==> src/rtl/lsu_ctrl.sv <==
// rtl/lsu_ctrl.sv - load/store unit controller bridging RV32 requests to a 16-bit byte-addressed data memory
module lsu_ctrl #(
  parameter int ALLOW_MISALIGNED = 0
) (
  input  logic        i_clk,
  input  logic        i_reset,
  input  logic        i_req_valid,
  output logic        o_req_ready,
  input  logic        i_req_we,
  input  logic [2:0]  i_req_funct3,
  input  logic [31:0] i_req_addr,
  input  logic [31:0] i_req_wdata,
  output logic        o_rsp_valid,
  input  logic        i_rsp_ready,
  output logic [31:0] o_rsp_rdata,
  output logic        o_rsp_err,
  output logic [15:0] o_mem_addr,
  output logic [31:0] o_mem_wdata,
  output logic [3:0]  o_mem_mask,
  output logic        o_mem_wren,
  input  logic [31:0] i_mem_rdata
);

  localparam logic [1:0] S_IDLE   = 2'd0;
  localparam logic [1:0] S_ACCESS = 2'd1;
  localparam logic [1:0] S_RESP   = 2'd2;

  logic [1:0]  state;
  logic [1:0]  state_nxt;

  logic        r_we;
  logic [2:0]  r_funct3;
  logic [15:0] r_addr;
  logic [31:0] r_wdata;
  logic        r_err;
  logic [31:0] rsp_rdata;
  logic        rsp_err;

  logic [1:0]  size_m1;
  logic [16:0] last_byte;
  logic        bad_upper;
  logic        bad_funct3;
  logic        bad_align;
  logic        bad_wrap;
  logic        req_err;
  logic        access_ok;
  logic [31:0] load_ext;

  // Classify the incoming request; a faulting request still walks the FSM but never touches memory
  always_comb begin
    size_m1 = 2'd0;
    case (i_req_funct3[1:0])
      2'b01:   size_m1 = 2'd1;
      2'b10:   size_m1 = 2'd3;
      default: size_m1 = 2'd0;
    endcase
    bad_upper  = |i_req_addr[31:16];
    bad_funct3 = (i_req_funct3 == 3'b011) || (i_req_funct3[2:1] == 2'b11) ||
                 (i_req_we && i_req_funct3[2]);
    bad_align  = 1'b0;
    if (ALLOW_MISALIGNED == 0) begin
      bad_align = ((i_req_funct3[1:0] == 2'b01) && i_req_addr[0]) ||
                  ((i_req_funct3[1:0] == 2'b10) && (i_req_addr[1:0] != 2'b00));
    end
    // Carry out of the 16-bit last-byte address means the access would wrap
    last_byte = {1'b0, i_req_addr[15:0]} + {15'd0, size_m1};
    bad_wrap  = last_byte[16];
    req_err   = bad_upper || bad_funct3 || bad_align || bad_wrap;
  end

  // State register
  always_ff @(posedge i_clk) begin
    if (i_reset) state <= S_IDLE;
    else         state <= state_nxt;
  end

  // Next-state: one cycle in ACCESS, RESP waits for the consumer
  always_comb begin
    state_nxt = state;
    case (state)
      S_IDLE:   if (i_req_valid) state_nxt = S_ACCESS;
      S_ACCESS: state_nxt = S_RESP;
      S_RESP:   if (i_rsp_ready) state_nxt = S_IDLE;
      default:  state_nxt = S_IDLE;
    endcase
  end

  // FSM outputs and memory drive; memory port is idle unless a good request is in ACCESS
  always_comb begin
    o_req_ready = (state == S_IDLE);
    o_rsp_valid = (state == S_RESP);
    access_ok   = (state == S_ACCESS) && !r_err;
    o_mem_addr  = access_ok ? r_addr : 16'd0;
    o_mem_wdata = access_ok ? r_wdata : 32'd0;
    o_mem_mask  = 4'b0000;
    if (access_ok) begin
      case (r_funct3[1:0])
        2'b00:   o_mem_mask = 4'b0001;
        2'b01:   o_mem_mask = 4'b0011;
        2'b10:   o_mem_mask = 4'b1111;
        default: o_mem_mask = 4'b0000;
      endcase
    end
    // Reset gates the strobe directly so a store caught by reset never lands
    o_mem_wren  = access_ok && r_we && !i_reset;
  end

  // Extend the lane-aligned memory read according to the load size
  always_comb begin
    case (r_funct3)
      3'b000:  load_ext = {{24{i_mem_rdata[7]}}, i_mem_rdata[7:0]};
      3'b001:  load_ext = {{16{i_mem_rdata[15]}}, i_mem_rdata[15:0]};
      3'b010:  load_ext = i_mem_rdata;
      3'b100:  load_ext = {24'd0, i_mem_rdata[7:0]};
      3'b101:  load_ext = {16'd0, i_mem_rdata[15:0]};
      default: load_ext = 32'd0;
    endcase
  end

  // Capture the request on accept and the response at the end of ACCESS
  always_ff @(posedge i_clk) begin
    if (i_reset) begin
      r_we      <= 1'b0;
      r_funct3  <= 3'd0;
      r_addr    <= 16'd0;
      r_wdata   <= 32'd0;
      r_err     <= 1'b0;
      rsp_rdata <= 32'd0;
      rsp_err   <= 1'b0;
    end else begin
      if ((state == S_IDLE) && i_req_valid) begin
        r_we     <= i_req_we;
        r_funct3 <= i_req_funct3;
        r_addr   <= i_req_addr[15:0];
        r_wdata  <= i_req_wdata;
        r_err    <= req_err;
      end
      if (state == S_ACCESS) begin
        rsp_err   <= r_err;
        rsp_rdata <= (!r_we && !r_err) ? load_ext : 32'd0;
      end
    end
  end

  assign o_rsp_rdata = rsp_rdata;
  assign o_rsp_err   = rsp_err;

endmodule
==> config.mk <==
export PLATFORM = sky130hd
export DESIGN_NAME = lsu_ctrl
export DESIGN_NICKNAME = d
export VERILOG_FILES = /design/src/rtl/lsu_ctrl.sv
export SDC_FILE = /design/constraint.sdc
export NUM_CORES = 1
export LEC_CHECK = 0
export CAP_MARGIN = 10
export CORE_MARGIN = 1
export CORE_UTILIZATION = 35
export DETAILED_ROUTE_END_ITERATION = 16
export PLACE_DENSITY = 0.71
export SKIP_CTS_REPAIR_TIMING = 1
export SYNTH_ARGS = -nofsm -noshare
export SYNTH_HDL_FRONTEND = slang
export SYNTH_SLANG_ARGS = --single-unit
==> constraint.sdc <==
create_clock -name i_clk -period 4.1 [get_ports i_clk]
set_clock_uncertainty 0.05 [all_clocks]
set_input_delay 1.025 -clock i_clk [delete_from_list [all_inputs] [get_ports i_clk]]
set_output_delay 1.025 -clock i_clk [all_outputs]
set_load 0.005 [all_outputs]
# Word-level counts from Yosys, hierarchy flattened
# Cells that the tools add are included.
# word_totals
ff_bits	88
latch_bits	0
ramBits	0
romBits	0
n_memories	0
# classes
addsub	1
n_mul	0
n_div	0
magnitude_cmp	0
n_eq_ne	14
shift	0
n_mux	10
bitwise_logic	0
n_reduce_logical	23
# ops
operator	n
case mux 32 bit (5 select lines)	1
2-to-1 mux 32 bit	2
adder 16 x 2 -> 17 bit	1
2-to-1 mux 16 bit	1
OR reduction 16 bit	1
case mux 4 bit (3 select lines)	1
== test 2 bit, second input constant	4
logical AND 1 bit	8
== test 2 x 1 -> 1 bit, second input constant	3
== test 3 x 2 -> 1 bit, second input constant	2
== test 3 bit, second input constant	2
logical OR 1 bit	6
case mux 2 bit (3 select lines)	1
logical NOT 2 bit	2
2-to-1 mux 2 bit	2
2-to-1 mux 4 bit	1
case mux 2 bit (2 select lines)	1
== test 3 x 1 -> 1 bit, second input constant	1
logical NOT 1 bit	3
logical NOT 3 bit	1
inequality test 2 x 1 -> 1 bit, second input constant	1
inequality test 2 bit, second input constant	1
AND reduction 2 bit	1
nonzero test 2 bit	1

# Depth between registers and ports, before layout
# Gate-level depths: netlist of the first run.
# depth
word_depth	6
depth_mapped	8
mapped_depth_nobuf	6

# Least setup slack after synthesis of the first run
# Ideal clock, no wire load.
# synth_path
path_kind	input to output
startpoint	in i_reset
endpoint	out o_mem_wren
t_arrival_ns	1.653
path_slack_ns	1.372
cell_stages	3
path_buffers	2
path_cell_list	clkbuf_1 -> clkbuf_1 -> nor4_1
# synth_between
elab_chain_len	2
# synth_rtl
element	line	text
start, declared	6	input logic i_reset,
logical NOT 1 bit	105	o_mem_wren = access_ok && r_we && !i_reset;
logical AND 1 bit	105	
end, declared	20	output logic o_mem_wren,
# Every way passes these cells.

# Worst setup path in the final report of the first run
# layout_path
startpoint	reg state[0]
endpoint	out o_mem_mask[2]
# layout_between
elab_chain_len	3
# layout_rtl
element	line	text
start, declared	28	logic [1:0] state;
start signal, assigned	74	else state <= state_nxt;
== test 2 x 1 -> 1 bit	92	access_ok = (state == S_ACCESS) && !r_err;
logical AND 1 bit	92	
2-to-1 mux 4 bit	96	if (access_ok) begin
end, declared	19	output logic [3:0] o_mem_mask,
# Every way passes these cells.

==> out/metrics.yaml, run 1 <==
clock_power_share_pct: 32.8
cp_data_arrival_time_ns: 2.08
io_buffers: 191
cts_sinks: 88
pwr-share-seq_pct: 49.6
status: "complete, no violations"
post-route-period-util_pct: 76.85
yosysUniqueCellTypes: 33
gp_congestion: 0.7951
dp.cells: 795
layout.nets: 779
setup_viol: 0
drv_slew: 0
ir_worst_vdd_v: 0.0001411
die_area_um2: 11550
initial_core_util_pct: 35.91
drc: 0
syn_area_um2: 3892
r2r_setup_slack_ns: 1.94
cp_max_fo: 52
seq_area_frac_synth_pct: 45.26
syn_avg_cell_area_um2: 7.832
clock_tree.buffer_depth: 2
clk_pin_slew_ns: 0.08
p_int_mw: 1.397
powerDensity_nw_per_um2: 310.3
drt_first_pass_iters: 5
clockRootBuffer: "clkbuf_8"
post_drt_wl_per_cell_um: 14.07
swShare_pct: 25.29
die_h_um: 107.5
viasPerCell: 4.837
track_usage_pct: 19.81
ios: 192
core_area_um2: 10840
power_frac_comb_pct: 17.6
grt_overflow: 0
ant_nets: 0
fin_crit_ns: 3.151
critPathRequiredTime_ns: 3.02
num_vias: 3923
synthToLayoutAreaGrowth_pct: 54.74
switching_power_mw: 0.4727
detailed_place_hpwl_mm: 7.946
instances_no_fill: 811
cts_buffers: 9
synth.area.top_cells: "dfxtp_1, nand2_1, and2_1"
fmax_ghz: 0.3174
hp-start: "r_wdata[14]"
cts_tree: "done"
grt_max_degree: 89
yosys.area.top_type: "dfxtp_1"
grt_pass1_vias: 3685
antenna_found_initial: 0
max_slew_margin_pct: 29.54
crit_type: "flop to primary output"
critPathLaunchType: "flop"
rsz0062_at_grt: "no"
utilization_pct: 55.56
wirelength_mm: 11.41
timing.rr.start: "state[0]"
drive_gt1_share_pct: 3.875
startpoint: "state[0]"
die_w_um: 107.5
htree_levels: 3
worstMarginPinSlew_ns: 1.053
fin_tns_setup_ns: 0
insertion_delay_ns: 0.35
rows: 38
max-cap-violations: 0
drtIter0Drc: 260
grt_pass1_wl_mm: 17.89
diodes: 0
synth_seq_cells: 88
synthesis.nets: 610
end_kind: "primary output"
hold_violations: 0
yosysTopAreaCellShare_pct: 45.26
p_leak_nw: 2.215
yosys_warnings: 0
syn_inst: 497
hp-class: "flop to flop"
## stage by stage
step	hold WS, ns	cell area, µm²	setup WS, ns	total power, mW
final	0.4019	6023	0.9490	1.869
after global routing	0.4188	6023	0.7594	1.966
after CTS	0.4046	6023	0.8879	1.896
after detailed placement	0.3929	5824	1.039	1.278
after global placement	0.3868	5824	1.005	1.269
after floorplan	0.3817	3892	1.372	1.096
## critical path, stage by stage (launching register included)
cell             delay, ns
dfxtp_1               0.39
nor3b_4               0.19
buf_4                 0.41
and2_1                0.23
clkdlybuf4s50_1       0.50
## cell type report
cell class	instances	area [µm²]
fillers	1015	4817
repair buffers	197	1952
flip-flops and latches	88	1762
multi-input cells	362	1906
clock buffers	13	158.9
well taps	140	175.2
clock inverters	3	40.04
inverters	8	30.03
## power by group through the flow
stage | logic (mW) | registers (mW) | clock network (mW)
finish | 0.329 | 0.927 | 0.613
global route | 0.363 | 0.933 | 0.669
CTS | 0.333 | 0.928 | 0.636
detailed placement | 0.330 | 0.948 | 0
global placement | 0.324 | 0.945 | 0
floorplan | 0.154 | 0.943 | 0
## placed cells by master (no fill, tap or decap), types with 2 or more instances in the layout
master | netlist | layout
nor4_1 | 6 | 6
dfxtp_1 | 88 | 88
a21oi_1 | 77 | 77
clkdlybuf4s50_1 | 0 | 190
o21ai_0 | 22 | 22
and2_1 | 66 | 66
nand4_1 | 4 | 4
a22oi_1 | 9 | 9
buf_4 | 1 | 6
nor2_1 | 12 | 12
inv_1 | 8 | 8
nand2_1 | 130 | 129
clkbuf_1 | 20 | 2
o21ai_1 | 4 | 4
ha_1 | 9 | 9
o21a_1 | 8 | 8
clkbuf_8 | 0 | 11
clkinv_2 | 0 | 2
## final timing paths
kind	end	cells past startpoint
min reg2reg	r_wdata[14]	2
max	o_mem_mask[2]	4
min	r_wdata[14]	2
max reg2reg	o_rsp_rdata[19]	5
## cells in the mapped netlist, drive strengths merged
cell    number
o21ai       26
nor3b        2
clkbuf      20
or2b         1
nand2      130
a22oi        9
and2b        1
o31a         1
nand2b       1
o311a        1
nand4        4
buf         19
a31oi        1
a21oi       77
nor2b        1
and2        66
dfxtp       88
and4         1
a211oi       1
inv          8
nor4         6
and3b        1
o21bai       1
nand3        1
nor3         1
nor2        12
o21a         8
ha           9
## state kept, by name (all words and copies together) (netlist names)
| name | count |
|---|---|
| r_wdata | 32 |
| o_rsp_err | 1 |
| state | 2 |
| r_funct3 | 3 |
| r_err | 1 |
| r_addr | 16 |
| r_we | 1 |
| o_rsp_rdata | 32 |
## cells by family (layout without fill, tap and decap cells)
group | Yosys count | after routing | synth area share [%]
and+or+nand+nor | 228 | 228 | 28.00
AOI/OAI and AO/OA | 125 | 125 | 17.87
DFF | 88 | 88 | 45.26
buffers and inverters | 47 | 221 | 5.979
adders and majority gates | 9 | 9 | 2.893
## metal layers
layer | global-route usage, % | routed length, µm | up-vias
li1 | - | - | 1968
met3 | 4.540 | 935 | 9
met4 | 7.045 | 131 | 0
met1 | 24.76 | 5039 | 1808
met5 | 0 | 0 | -
met2 | 33.27 | 5302 | 138
No activity file was read; power rests on OpenSTA's default activity.
==> inputs of run 2 (changes only) <==
--- a/config.mk
+++ b/config.mk
@@ -9,7 +9,7 @@
 export CORE_MARGIN = 1
 export CORE_UTILIZATION = 35
 export DETAILED_ROUTE_END_ITERATION = 16
-export PLACE_DENSITY = 0.71
+export PLACE_DENSITY = 0.74
 export SKIP_CTS_REPAIR_TIMING = 1
 export SYNTH_ARGS = -nofsm -noshare
 export SYNTH_HDL_FRONTEND = slang
==> constraint.sdc (replaced) <==
create_clock -name i_clk -period 2.8 [get_ports i_clk]
set_clock_uncertainty 0.05 [all_clocks]
set_input_delay 0.7 -clock i_clk [delete_from_list [all_inputs] [get_ports i_clk]]
set_output_delay 0.7 -clock i_clk [all_outputs]
set_load 0.005 [all_outputs]
==> run 2 against run 1 <==
First-iteration DRC count fell by 22%. Largest cell class unchanged. Cell count did not move. Sequential power rose by 47%. Critical path depth did not move. Clock-buffer cell count fell by 4. Total power rose by 53%. Critical path type unchanged.
==> out/metrics.yaml, run 2 (synthesized netlist as in run 1, its figures left out) <==
grt_pass1_wl_mm: 17.65  # -1.3%
met2_usage_pct: 33.00  # -0.28 points
r2r_end: "o_rsp_rdata[0]"
post-route-period-util_pct: 94.63
antenna_found_initial: 0  # unchanged
cts_tree: "done"
end_kind: "primary output"
cp_max_fo: 29  # -44%
top_usage_layer: "met2"
crit_type: "flop to primary output"
wirelength_mm: 11.09  # -2.8%
pwr-share-seq_pct: 47.4  # -2.2 points
met1_usage_pct: 23.52  # -1.2 points
detailed_place_hpwl_mm: 8.080  # +1.7%
whs_path_depth: 2  # unchanged
ir_worst_vdd_v: 0.0002017  # +43%
layout.nets: 781  # +0.26%
critPathLaunchType: "flop"
clk_pin_slew_ns: 0.08  # about the same
worstMarginPinSlew_ns: 0.9365  # -0.1166 ns
hold_end: "r_wdata[18]"
clock_tree.buffer_depth: 2  # unchanged
power_mw: 2.865  # +53%
ios: 192  # unchanged
clockRootBuffer: "clkbuf_8"
switching_power_mw: 0.6913  # +46%
synthToLayoutAreaGrowth_pct: 56.03
core_area_um2: 10840  # unchanged
drc: 0  # unchanged
timing.rr.start: "r_funct3[1]"
grt_overflow: 0  # unchanged
ant_nets: 0  # unchanged
htree_levels: 3  # unchanged
swShare_pct: 24.13  # -1.2 points
cts_buffers: 9  # unchanged
cp_data_arrival_time_ns: 1.90  # -0.18 ns
die_area_um2: 11550  # unchanged
dpl_worst_slack_ns: 0.3412  # -0.6981 ns
initial_core_util_pct: 35.91  # unchanged
drive_gt1_share_pct: 4.173  # +0.30 points
status: "complete, no violations"
diodes: 0  # unchanged
grt_pass1_vias: 3762  # +2.1%
post_drt_wl_per_cell_um: 13.68  # -2.8%
powerDensity_nw_per_um2: 471.8  # +52%
fin_tns_setup_ns: 0  # unchanged
io_buffers: 191  # unchanged
gp_congestion: 0.7959  # +0.10%
rows: 38  # unchanged
cts_sinks: 88  # unchanged
insertion_delay_ns: 0.34  # about the same
final_common_cell: "clkdlybuf4s50_1"
reg2reg_depth: 5  # unchanged
grt_max_degree: 89  # unchanged
fmax_ghz: 0.3774
hp-class: "flop to flop"
setup_ws_ns: 0.1505  # -0.7985 ns
power_frac_comb_pct: 16.8  # -0.8 points
r2r_setup_slack_ns: 0.88  # -1.06 ns
drv_slew: 0  # unchanged
p_int_mw: 2.174  # +56%
die_h_um: 107.5  # unchanged
num_vias: 3869  # -1.4%
clock_power_share_pct: 35.8  # +3.0 points
max-cap-violations: 0  # unchanged
track_usage_pct: 19.36  # -0.45 points
setup_viol: 0  # unchanged
viasPerCell: 4.771  # -1.4%
die_w_um: 107.5  # unchanged
critPathRequiredTime_ns: 2.05  # -0.97 ns
use_met3_pct: 5.630  # +1.1 points
fin_crit_ns: 2.650
whs_ns: 0.4031  # +0.001236 ns
hp-start: "r_wdata[18]"
hold_violations: 0  # unchanged
drt_first_pass_iters: 4  # -1
drtIter0Drc: 202  # -22%
max_slew_margin_pct: 37.56  # +8.0 points
final_cell_mix: "clkdlybuf4s50_1, nand2_1, dfxtp_1, a21oi_1, and2_1"
p_leak_nw: 2.235  # +0.86%
rsz0062_at_grt: "no"
[run 2: cell type report]
class,count,area [µm²]
flip-flops and latches,88,1762
clock buffers,9,123.9
repair buffers,199,1971
well taps,140,175.2
fillers,1017,4767
inverters,8,30.03
multi-input cells,362,1906
clock inverters,5,106.4
[run 2: critical path, cell delays in order, from the launching register on]
cell,delay [ns]
dfxtp_1,0.39
nor3b_4,0.23
buf_6,0.22
and2_1,0.20
clkdlybuf4s50_1,0.51
[run 2: worst max-delay path by stage]
stage               startpoint            end  slack, ns  depth (start not counted)
3_5_place_dp   i_req_funct3[0]          r_err       0.34                          7
2_1_floorplan          i_reset     o_mem_wren       0.72                          3
3_3_place_gp   i_req_funct3[0]          r_err       0.37                          7
4_1_cts               state[0]  o_mem_mask[2]       0.05                          4
5_1_grt               state[0]  o_mem_addr[1]       0.03                          4
6_report              state[0]  o_mem_mask[2]       0.15                          4
[run 2: stage by stage]
stage                     area (µm²)  instances  utilization (%)
after detailed placement        5839        797            53.87
after global placement          5839        797            53.87
after global routing            6073        811            56.02
after floorplan                 3892        497                -
after CTS                       6070        811            55.99
final                           6073        811            56.02
[run 2: layer usage]
metal / routed length (µm) / vias to the layer above
li1: - / 1967
met1: 4879 / 1758
met4: 85 / 0
met3: 927 / 8
met2: 5202 / 136
met5: 0 / -
[run 2: power by group through the flow]
stage	registers [mW]	logic [mW]	clock network, mW
floorplan	1.38	0.225	0
global placement	1.38	0.476	0
detailed placement	1.39	0.485	0
CTS	1.36	0.487	1.06
global route	1.37	0.533	1.11
finish	1.36	0.481	1.03
